<file path="src/rtl/gated_pulse_counter.sv">
// Gated pulse counter: picks one of two pulse/enable sources, synchronizes it, samples on a
// 4 MHz strobe derived from clk_12mhz and splits rising edges into enabled / disabled totals.
module gated_pulse_counter (
    input  logic        clk_12mhz,
    input  logic        reset,
    input  logic        cnt_choise,
    input  logic        count1,
    input  logic        enable1,
    input  logic        count2,
    input  logic        enable2,
    output logic        clk_4mhz,
    output logic [23:0] count_p,
    output logic [23:0] count_m
);

    logic [1:0] div;
    logic       cnt_in, cnt_en;
    logic [1:0] sync_cnt, sync_en, sync_sel;
    logic       s_cnt, s_sel;
    logic       sel_change, rise, inc_p, inc_m;

    // Divide-by-3 strobe; registered so it is high on the cycle after div reaches 2.
    always_ff @(posedge clk_12mhz) begin
        if (reset) begin
            div      <= 2'd0;
            clk_4mhz <= 1'b0;
        end else begin
            div      <= (div == 2'd2) ? 2'd0 : div + 2'd1;
            clk_4mhz <= (div == 2'd2);
        end
    end

    always_comb begin
        cnt_in = cnt_choise ? count2  : count1;
        cnt_en = cnt_choise ? enable2 : enable1;
    end

    always_ff @(posedge clk_12mhz) begin
        if (reset) begin
            sync_cnt <= 2'b00;
            sync_en  <= 2'b00;
            sync_sel <= 2'b00;
        end else begin
            sync_cnt <= {sync_cnt[0], cnt_in};
            sync_en  <= {sync_en[0],  cnt_en};
            sync_sel <= {sync_sel[0], cnt_choise};
        end
    end

    // s_cnt holds the count level seen at the previous strobe; a source change blocks one strobe.
    always_comb begin
        sel_change = sync_sel[1] != s_sel;
        rise       = !sel_change && sync_cnt[1] && !s_cnt;
        inc_p      = clk_4mhz && rise && sync_en[1];
        inc_m      = clk_4mhz && rise && !sync_en[1];
    end

    always_ff @(posedge clk_12mhz) begin
        if (reset) begin
            s_cnt <= 1'b0;
            s_sel <= 1'b0;
        end else if (clk_4mhz) begin
            s_cnt <= sync_cnt[1];
            s_sel <= sync_sel[1];
        end
    end

    always_ff @(posedge clk_12mhz) begin
        if (reset) begin
            count_p <= 24'd0;
            count_m <= 24'd0;
        end else begin
            if (inc_p && count_p != 24'hFFFFFF) count_p <= count_p + 24'd1;
            if (inc_m && count_m != 24'hFFFFFF) count_m <= count_m + 24'd1;
        end
    end

endmodule

</file>
<file path="config.mk">
export PLATFORM = sky130hd
export DESIGN_NAME = gated_pulse_counter
export DESIGN_NICKNAME = d
export VERILOG_FILES = /design/src/rtl/gated_pulse_counter.sv
export SDC_FILE = /design/constraint.sdc
export NUM_CORES = 1
export LEC_CHECK = 0
export ABC_AREA = 1
export CAP_MARGIN = 20
export CELL_PAD_IN_SITES_DETAIL_PLACEMENT = 0
export CELL_PAD_IN_SITES_GLOBAL_PLACEMENT = 1
export CORE_MARGIN = 2
export CORE_UTILIZATION = 34
export DETAILED_ROUTE_END_ITERATION = 7
export PLACE_DENSITY = 0.8
export SETUP_SLACK_MARGIN = 0.2
export SLEW_MARGIN = 20
export SYNTH_ARGS = -nofsm -noshare
export SYNTH_HDL_FRONTEND = slang
export SYNTH_SLANG_ARGS = --single-unit
</file>
<file path="constraint.sdc">
create_clock -name clk_12mhz -period 1.37 [get_ports clk_12mhz]
set_input_delay 0.411 -clock clk_12mhz [delete_from_list [all_inputs] [get_ports clk_12mhz]]
set_output_delay 0.411 -clock clk_12mhz [all_outputs]
set_load 0.01 [all_outputs]
</file>
# After elaboration in Yosys (flattened, before gate mapping)
# Index checks and enable logic that the tools add are counted.
[op_classes]
add_sub_neg = 3
n_reduce_logical = 11
eq_ne = 4
muxes = 2
[op_table]
columns = ["operator", "count"]
rows = [
  ["24-bit by 1-bit adder with 24-bit output (second input constant)", 2],
  ["24-bit inequality test (second input constant)", 2],
  ["1-bit logical AND", 7],
  ["1-bit zero test", 3],
  ["2-bit by 1-bit adder with 2-bit output (second input constant)", 1],
  ["2-bit == test (second input constant)", 1],
  ["1-bit two-way mux", 2],
  ["2-bit OR reduction", 1],
  ["1-bit inequality test", 1],
]
[word_totals]
out_inout_bits = 49
inputBits = 7
ff_bits = 59
elab_cells = 29

# Logic depth before layout (Yosys ltp)
# Gate-level depths: netlist of the first run.
[logic_depth]
ltp_word = 7
ltp_mapped = 11
mapped_depth_nobuf = 10

# Worst setup path before layout of the first run
# OpenSTA, ideal clock, no wires.
[synth_path]
path_type = "reg-to-reg"
start = "register count_m[0]"
end = "register count_m[23]"
required_ns = 1.257
setup_ns = 0.113
n_path_buf = 1
period_less_slack_ns = 1.585
arrival_time_ns = 1.472
path_stages_with_launch = 12
slack_ns = -0.215
path_cell_list = "dfxtp_1 -> ha_1 -> nand2_1 -> nor2_4 -> nand2_2 -> nor2_4 -> nand2_1 -> buf_6 -> nand3_1 -> nand2_1 -> nand2_1 -> nor2_1"
[synth_via]
elab_chain_cells = 2
word_cells_on_any_way = 3
cone_classes = "1 x add/sub; 1 x eq/ne; 1 x reduce/logical"
[synth_rtl]
columns = ["element", "line", "rtl"]
rows = [
  ["from (decl)", "13", "output logic [23:0] count_m"],
  ["from (signal assigned)", "74", "if (inc_m && count_m != 24'hFFFFFF) count_m <= count_m + 24'd1;"],
  ["parallel branches: the longest is 2 deep, another holds 24-bit by 1-bit adder with 24-bit output", "--", ""],
]
# Several ways; the timed one is not identified.
# A chain may end at the register's enable or synchronous reset.

# Worst setup path in the final report of the first run
[layout_path]
start = "register count_p[0]"
end = "output port count_p[0]"
[layout_rtl]
columns = ["element", "line", "rtl"]
rows = [
  ["from (decl)", "12", "output logic [23:0] count_p,"],
  ["from (signal assigned)", "73", "if (inc_p && count_p != 24'hFFFFFF) count_p <= count_p + 24'd1;"],
]
# No word-level cell between the ends.

==> results of run 1 <==
what timing repair did:
| action | 4_1_cts | 5_1_grt |
|---|---|---|
| setup buffers | 21 | 14 |
| cloned | 4 | 4 |
| hold endpoints to repair | 0 | 0 |
| endpoints found under the setup margin | 97 | 98 |
| gates resized for setup | 357 | 62 |
| pin swaps | 28 | 29 |
final cells by class:
| class | instances | area [um^2] |
|---|---|---|
| Multi-Input combinational cell | 382 | 2390 |
| Tap cell | 129 | 161.4 |
| Fill cell | 777 | 3209 |
| Clock inverter | 7 | 116.4 |
| Sequential cell | 59 | 1328 |
| Inverter | 44 | 173.9 |
| Timing Repair Buffer | 192 | 1826 |
| Clock buffer | 9 | 123.9 |
cells by family after synthesis:
logic type / count (synthesis) / synth area share (%)
XOR/XNOR: 3 / 0.7947
adder cells (fa/ha/maj): 3 / 1.135
buffers and inverters: 55 / 7.907
flip-flops: 59 / 35.72
AND/OR/NAND/NOR: 323 / 46.69
AO/OA/AOI/OAI: 50 / 7.756
worst max-delay path by stage:
stage,endpoint,slack (ns),cells past startpoint
after CTS,count_m[12],-0.07,9
after detailed placement,count_m[10],-0.15,9
after floorplan,count_m[17],-0.06,11
final,count_p[0],-0.11,3
after global placement,count_m[10],-0.11,9
after global routing,count_m[20],-0.20,8
synth_stat cells (all sizes together):
master | instances | share of area (%)
a31oi | 1 | 0.19
nand3 | 54 | 11
and2 | 1 | 0.19
o21bai | 2 | 0.45
dfxtp | 59 | 36
buf | 10 | 2.8
xor2 | 2 | 0.53
xnor2 | 1 | 0.26
clkinv | 2 | 0.23
nand2 | 127 | 15
clkbuf | 1 | 0.11
a21oi | 37 | 5.6
inv | 42 | 4.8
nand3b | 2 | 0.45
nor3 | 8 | 1.4
ha | 3 | 1.1
nor2 | 126 | 18
nand4 | 5 | 0.95
o21ai | 10 | 1.5
metrics by stage:
stage          TNS (ns)  utilization, %  cell area, um^2  worst slack (ns)
6_report         -3.376           65.59             6118           -0.1088
5_1_grt          -8.016           65.59             6118           -0.1986
4_1_cts          -1.894           61.10             5699          -0.07038
3_5_place_dp     -5.360           52.09             4858           -0.1456
3_3_place_gp     -4.210           52.09             4858           -0.1141
2_1_floorplan    -1.523               -             3503          -0.06142
metal layers:
metal / track usage [%] / share of wire (%) / up-vias
li1: - / - / 1990
met4: 7.897 / 2.0 / 0
met5: 0 / 0 / -
met2: 32.93 / 51 / 85
met1: 25.65 / 43 / 1839
met3: 3.458 / 4.1 / 18
power groups by stage:
stage / registers (W) / clock network, W / logic, W
2_1_floorplan: 0.00179 / 0 / 0.0000981
3_3_place_gp: 0.00179 / 0 / 0.000155
3_5_place_dp: 0.00179 / 0 / 0.000162
4_1_cts: 0.00171 / 0.00201 / 0.000167
5_1_grt: 0.00169 / 0.00211 / 0.000221
6_report: 0.00169 / 0.00200 / 0.000200
worst register-to-register path, delay by kind of cell (launching register included):
family                 cells  cell delay, ns
AND/OR/NAND/NOR            5            0.65
AO/OA/AOI/OAI              2            0.20
flip-flops                 1            0.38
buffers and inverters      1            0.13
cell usage in the layout (no fill, tap or decap), types with 3 or more instances in the layout:
master	n
clkbuf_8	9
bufinv_16	3
dfxtp_2	15
nor3_1	3
buf_6	67
dfxtp_1	10
nand2_2	18
inv_4	3
clkinv_2	3
nand2_1	102
buf_4	112
nor2_2	17
inv_2	7
nor2_1	85
nand4_1	5
nand3_2	25
a21oi_2	21
a21oi_1	15
nor3_2	4
dfxtp_4	34
nand3_4	9
o21ai_0	8
clkdlybuf4s50_1	6
nor2_4	24
clkbuf_16	3
nand3_1	21
inv_1	33
nand2_4	7
registers in the layout (all words and copies together), names as in the netlist:
name and count:
div 2, count_p 24, sync_en 2, sync_cnt 2, s_cnt 1, sync_sel 2, clk_4mhz 1, s_sel 1
count_m 24
==> flow_summary.toml, run 1 <==
[status]
outcome = "finished, violations left"
violations = "setup timing"

[yosys]
syn_inst = 493
seq_area_frac_synth_pct = 35.72
synth_cell_type_count = 30
yosysWarnings = 0
ys_ff_latch = 59
syn_area_um2 = 3307
synthesis.nets = 503
syn_avg_cell_area_um2 = 6.708

[finish]
layoutNonFillerInstCount = 822
antenna_cells = 0
syn2layout_area_growth_pct = 85.02
drive_gt1_share_pct = 57.00
nets = 698

[job]
max-cap-violations = 0

[setup_path]
crit_type = "reg2out"
cp_cell_sequence = "buf_4, buf_6, buf_6"
ff2ff_setup_slack_ns = -0.11
crit_start = "count_p[0]"
arrival_ns = 1.07
crit_buf_inv = 3
critPathLaunchType = "register"
path_delay_family = "flip-flops"
cp_max_fo = 3
worstSetupEndpointType = "output pin"
crit-reg2reg-launch = "count_m[6]"
required_ns = 0.96
slowest_delay_ns = 0.36
crit_top_cell = "buf_6"
timing.rr.end = "count_m[12]"
critPathSlowestCell = "dfxtp_4"
r2r_cells = 8

[timing]
setup_violations = 51
timing.final.max_slew_violations = 0
whs_ns = 0.4027
timing.fmax_mhz = 676.2
fin_ws_ns = -0.1088
tightest_slew_ns = 0.2542
period_share_pct = 107.9
hold_violations = 0
rsz0062_at_grt = "yes"
relSlewSlack_pct = 83.03
skew_ns = 0.01905
period_minus_slack_ns = 1.479

[cts]
clk_path_buf_depth = 2
cts-root-buf = "clkbuf_8"
path_clk_slew_ns = 0.07
clock_sinks = 59
clk_latency_ns = 0.37
cts_buffers = 9
cts.htree.levels = 3
cts_tree = "yes"
hold_buffers = 0

[min_path]
whs_path_depth = 2
holdPathEnd = "sync_cnt[1]"
min-delay-start = "sync_cnt[0]"
hold_path_class = "reg2reg"

[place]
place.detailed.hpwl_um = 6750
gp_congestion = 0.8209
dp.cells = 763
io_buffers = 55

[detailed_routing]
firstDrtPassIters = 5
drt_iter0_drc = 143
drc = 0
antenna_left = 0
routed_wl_um = 11190
vias = 3932
wire_per_inst_um = 13.62
via_per_inst = 4.783

[global_route]
grt_pass1_vias = 3565
overflow = 0
grt_pass1_wl_um = 16460
antenna_found_initial = 0
grt_usage_pct = 19.85
grt_max_degree = 41

[floorplanning]
io_pins = 56
die_width_um = 102.6
num_rows = 35
core-area_um2 = 9328
die_area_um2 = 10530
fp.dieH_um = 102.6
start_util_pct = 35.45

[power]
power.internal_w = 0.002973
ir_drop_v = 0.0005109
swShare_pct = 23.67
pwr-share-seq_pct = 43.4
p_leak_nw = 2.502
p_total_w = 0.003894
clkPwrFrac_pct = 51.5
p_comb_share_pct = 5.1
switching_power_w = 0.0009218
p_per_area_nw_per_um2 = 636.5
Note: power is estimated with default switching activity, not from simulation.
==> run 2: changes to the inputs <==
- CELL_PAD_IN_SITES_DETAIL_PLACEMENT: 0 -> default
- CELL_PAD_IN_SITES_GLOBAL_PLACEMENT: 1 -> default
- CORE_UTILIZATION: 34 -> 45
- PLACE_DENSITY: 0.8 -> 0.81
==> flow_summary.toml, run 2 (synthesized netlist as in run 1, its figures left out) <==
[timing]
tightest_slew_ns = 0.3542
timing.final.max_slew_violations = 0
setup_violations = 51
fin_ws_ns = -0.3829
hold_violations = 0
skew_ns = 0.009137
period_share_pct = 127.9
relSlewSlack_pct = 76.21
timing.fmax_mhz = 570.5
rsz0062_at_grt = "yes"
period_minus_slack_ns = 1.753
whs_ns = 0.4244

[detailed_routing]
vias = 4664
routed_wl_um = 15450
firstDrtPassIters = 5
via_per_inst = 6.003
drt_iter0_drc = 539
wire_per_inst_um = 19.88
antenna_left = 0
drc = 0

[cts]
clock_sinks = 59
cts.htree.levels = 3
cts_tree = "yes"
path_clk_slew_ns = 0.07
clk_path_buf_depth = 2
cts-root-buf = "clkbuf_8"
clk_latency_ns = 0.36
cts_buffers = 9
hold_buffers = 0

[setup_path]
slowest_delay_ns = 0.38
arrival_ns = 2.03
worstSetupEndpointType = "register"
cp_cell_sequence = "ha_4, nand3_4, inv_4, nand3_4, nor2_8, nand2_8, buf_8, nand3_1, nand2_1, nor2_1"
critPathSlowestCell = "dfxtp_4"
ff2ff_setup_slack_ns = -0.38
r2r_cells = 10
crit_type = "reg2reg"
required_ns = 1.64
crit_top_cell = "nand3_4"
critPathLaunchType = "register"
cp_max_fo = 8

[floorplanning]
die_width_um = 89.73
die_area_um2 = 8051
num_rows = 31
fp.dieH_um = 89.73
io_pins = 56
core-area_um2 = 7176
start_util_pct = 46.09

[finish]
reg.largest.list = "count_m (24), count_p (24)"
antenna_cells = 0
fill_cells = 358
layoutNonFillerInstCount = 777
seqCellArea_um2 = 1324
layout_common_cells = "100 x buf_4, 99 x nand2_1, 86 x nor2_1, 63 x buf_6"
final_common_cell = "buf_4"
nets = 683
multi_input_area_um2 = 2461
drive_gt1_share_pct = 56.19
syn2layout_area_growth_pct = 80.25
design_area_um2 = 5961

[global_route]
grt_usage_pct = 27.96
antenna_found_initial = 0
grt_pass1_wl_um = 18720
grt_pass1_vias = 4114
grt_max_degree = 32
overflow = 0

[place]
placed_area_um2 = 4671
io_buffers = 55
place.detailed.hpwl_um = 6737
dpl_worst_slack_ns = -0.2359
gp_congestion = 0.8920
dp.cells = 713

[power]
ir_drop_v = 0.0007181
p_total_w = 0.003425
p_leak_nw = 2.477
p_per_area_nw_per_um2 = 574.6

[min_path]
whs_path_depth = 2
hold_path_class = "reg2reg"

[status]
violations = "setup timing"
outcome = "finished, violations left"

[job]
max-cap-violations = 0
-- run 2: cell types whose count changed in the layout (fill, tap and decap cells not counted), moves of 3 or more --
cell,before,now
buf_4,112,100
buf_6,67,63
nand2_1,102,99
dfxtp_2,15,18
a21oi_4,1,4
bufinv_16,3,0
a21oi_2,21,17
-- run 2: final cells by class --
cell class,count,area share [%]
tap,99,2.078
inverter,44,3.002
clock buffer,12,2.603
sequential,59,22.21
timing repair buffer,178,28.40
multi-input combinational,381,41.29
clock inverter,4,0.4198
-- run 2: path summary, 6_finish.rpt --
path          startpoint          end
min reg2reg  sync_cnt[0]  sync_cnt[1]
max           count_p[1]   count_p[4]
max reg2reg   count_p[1]   count_p[4]
min          sync_cnt[0]  sync_cnt[1]
-- run 2: report_power, final --
part	internal, W	switching, W
registers	0.00168	0.0000205
logic	0.0000810	0.000112
clock network	0.000749	0.000781
total	0.00251	0.000913
-- run 2: critical path: cells and delay by family, from the launching register on --
kind | cells | cell delay [ns]
fa+ha+maj | 1 | 0.16
buf+inv | 2 | 0.27
flops | 1 | 0.38
simple gates | 7 | 0.86
-- run 2: metrics by stage --
step | utilization, % | TNS [ns]
after floorplan | - | -1.523
after global placement | 65.09 | -4.898
after detailed placement | 65.09 | -6.556
after CTS | 72.71 | -3.047
after global routing | 83.07 | -11.86
final | 83.07 | -9.935
-- run 2: metal layers --
metal	vias up	track usage, %	share of wire (%)
met1	2155	31.88	35
li1	1940	-	-
met4	0	16.28	8.5
met5	-	0	0
met2	414	49.56	46
met3	155	4.359	10
-- run 2: what timing repair did --
action                                  in CTS  in global routing
setup buffers                               16                 27
endpoints found under the setup margin      98                 97
resized for setup                          302                127
pin swaps                                   10                 45
cloned                                       2                  3
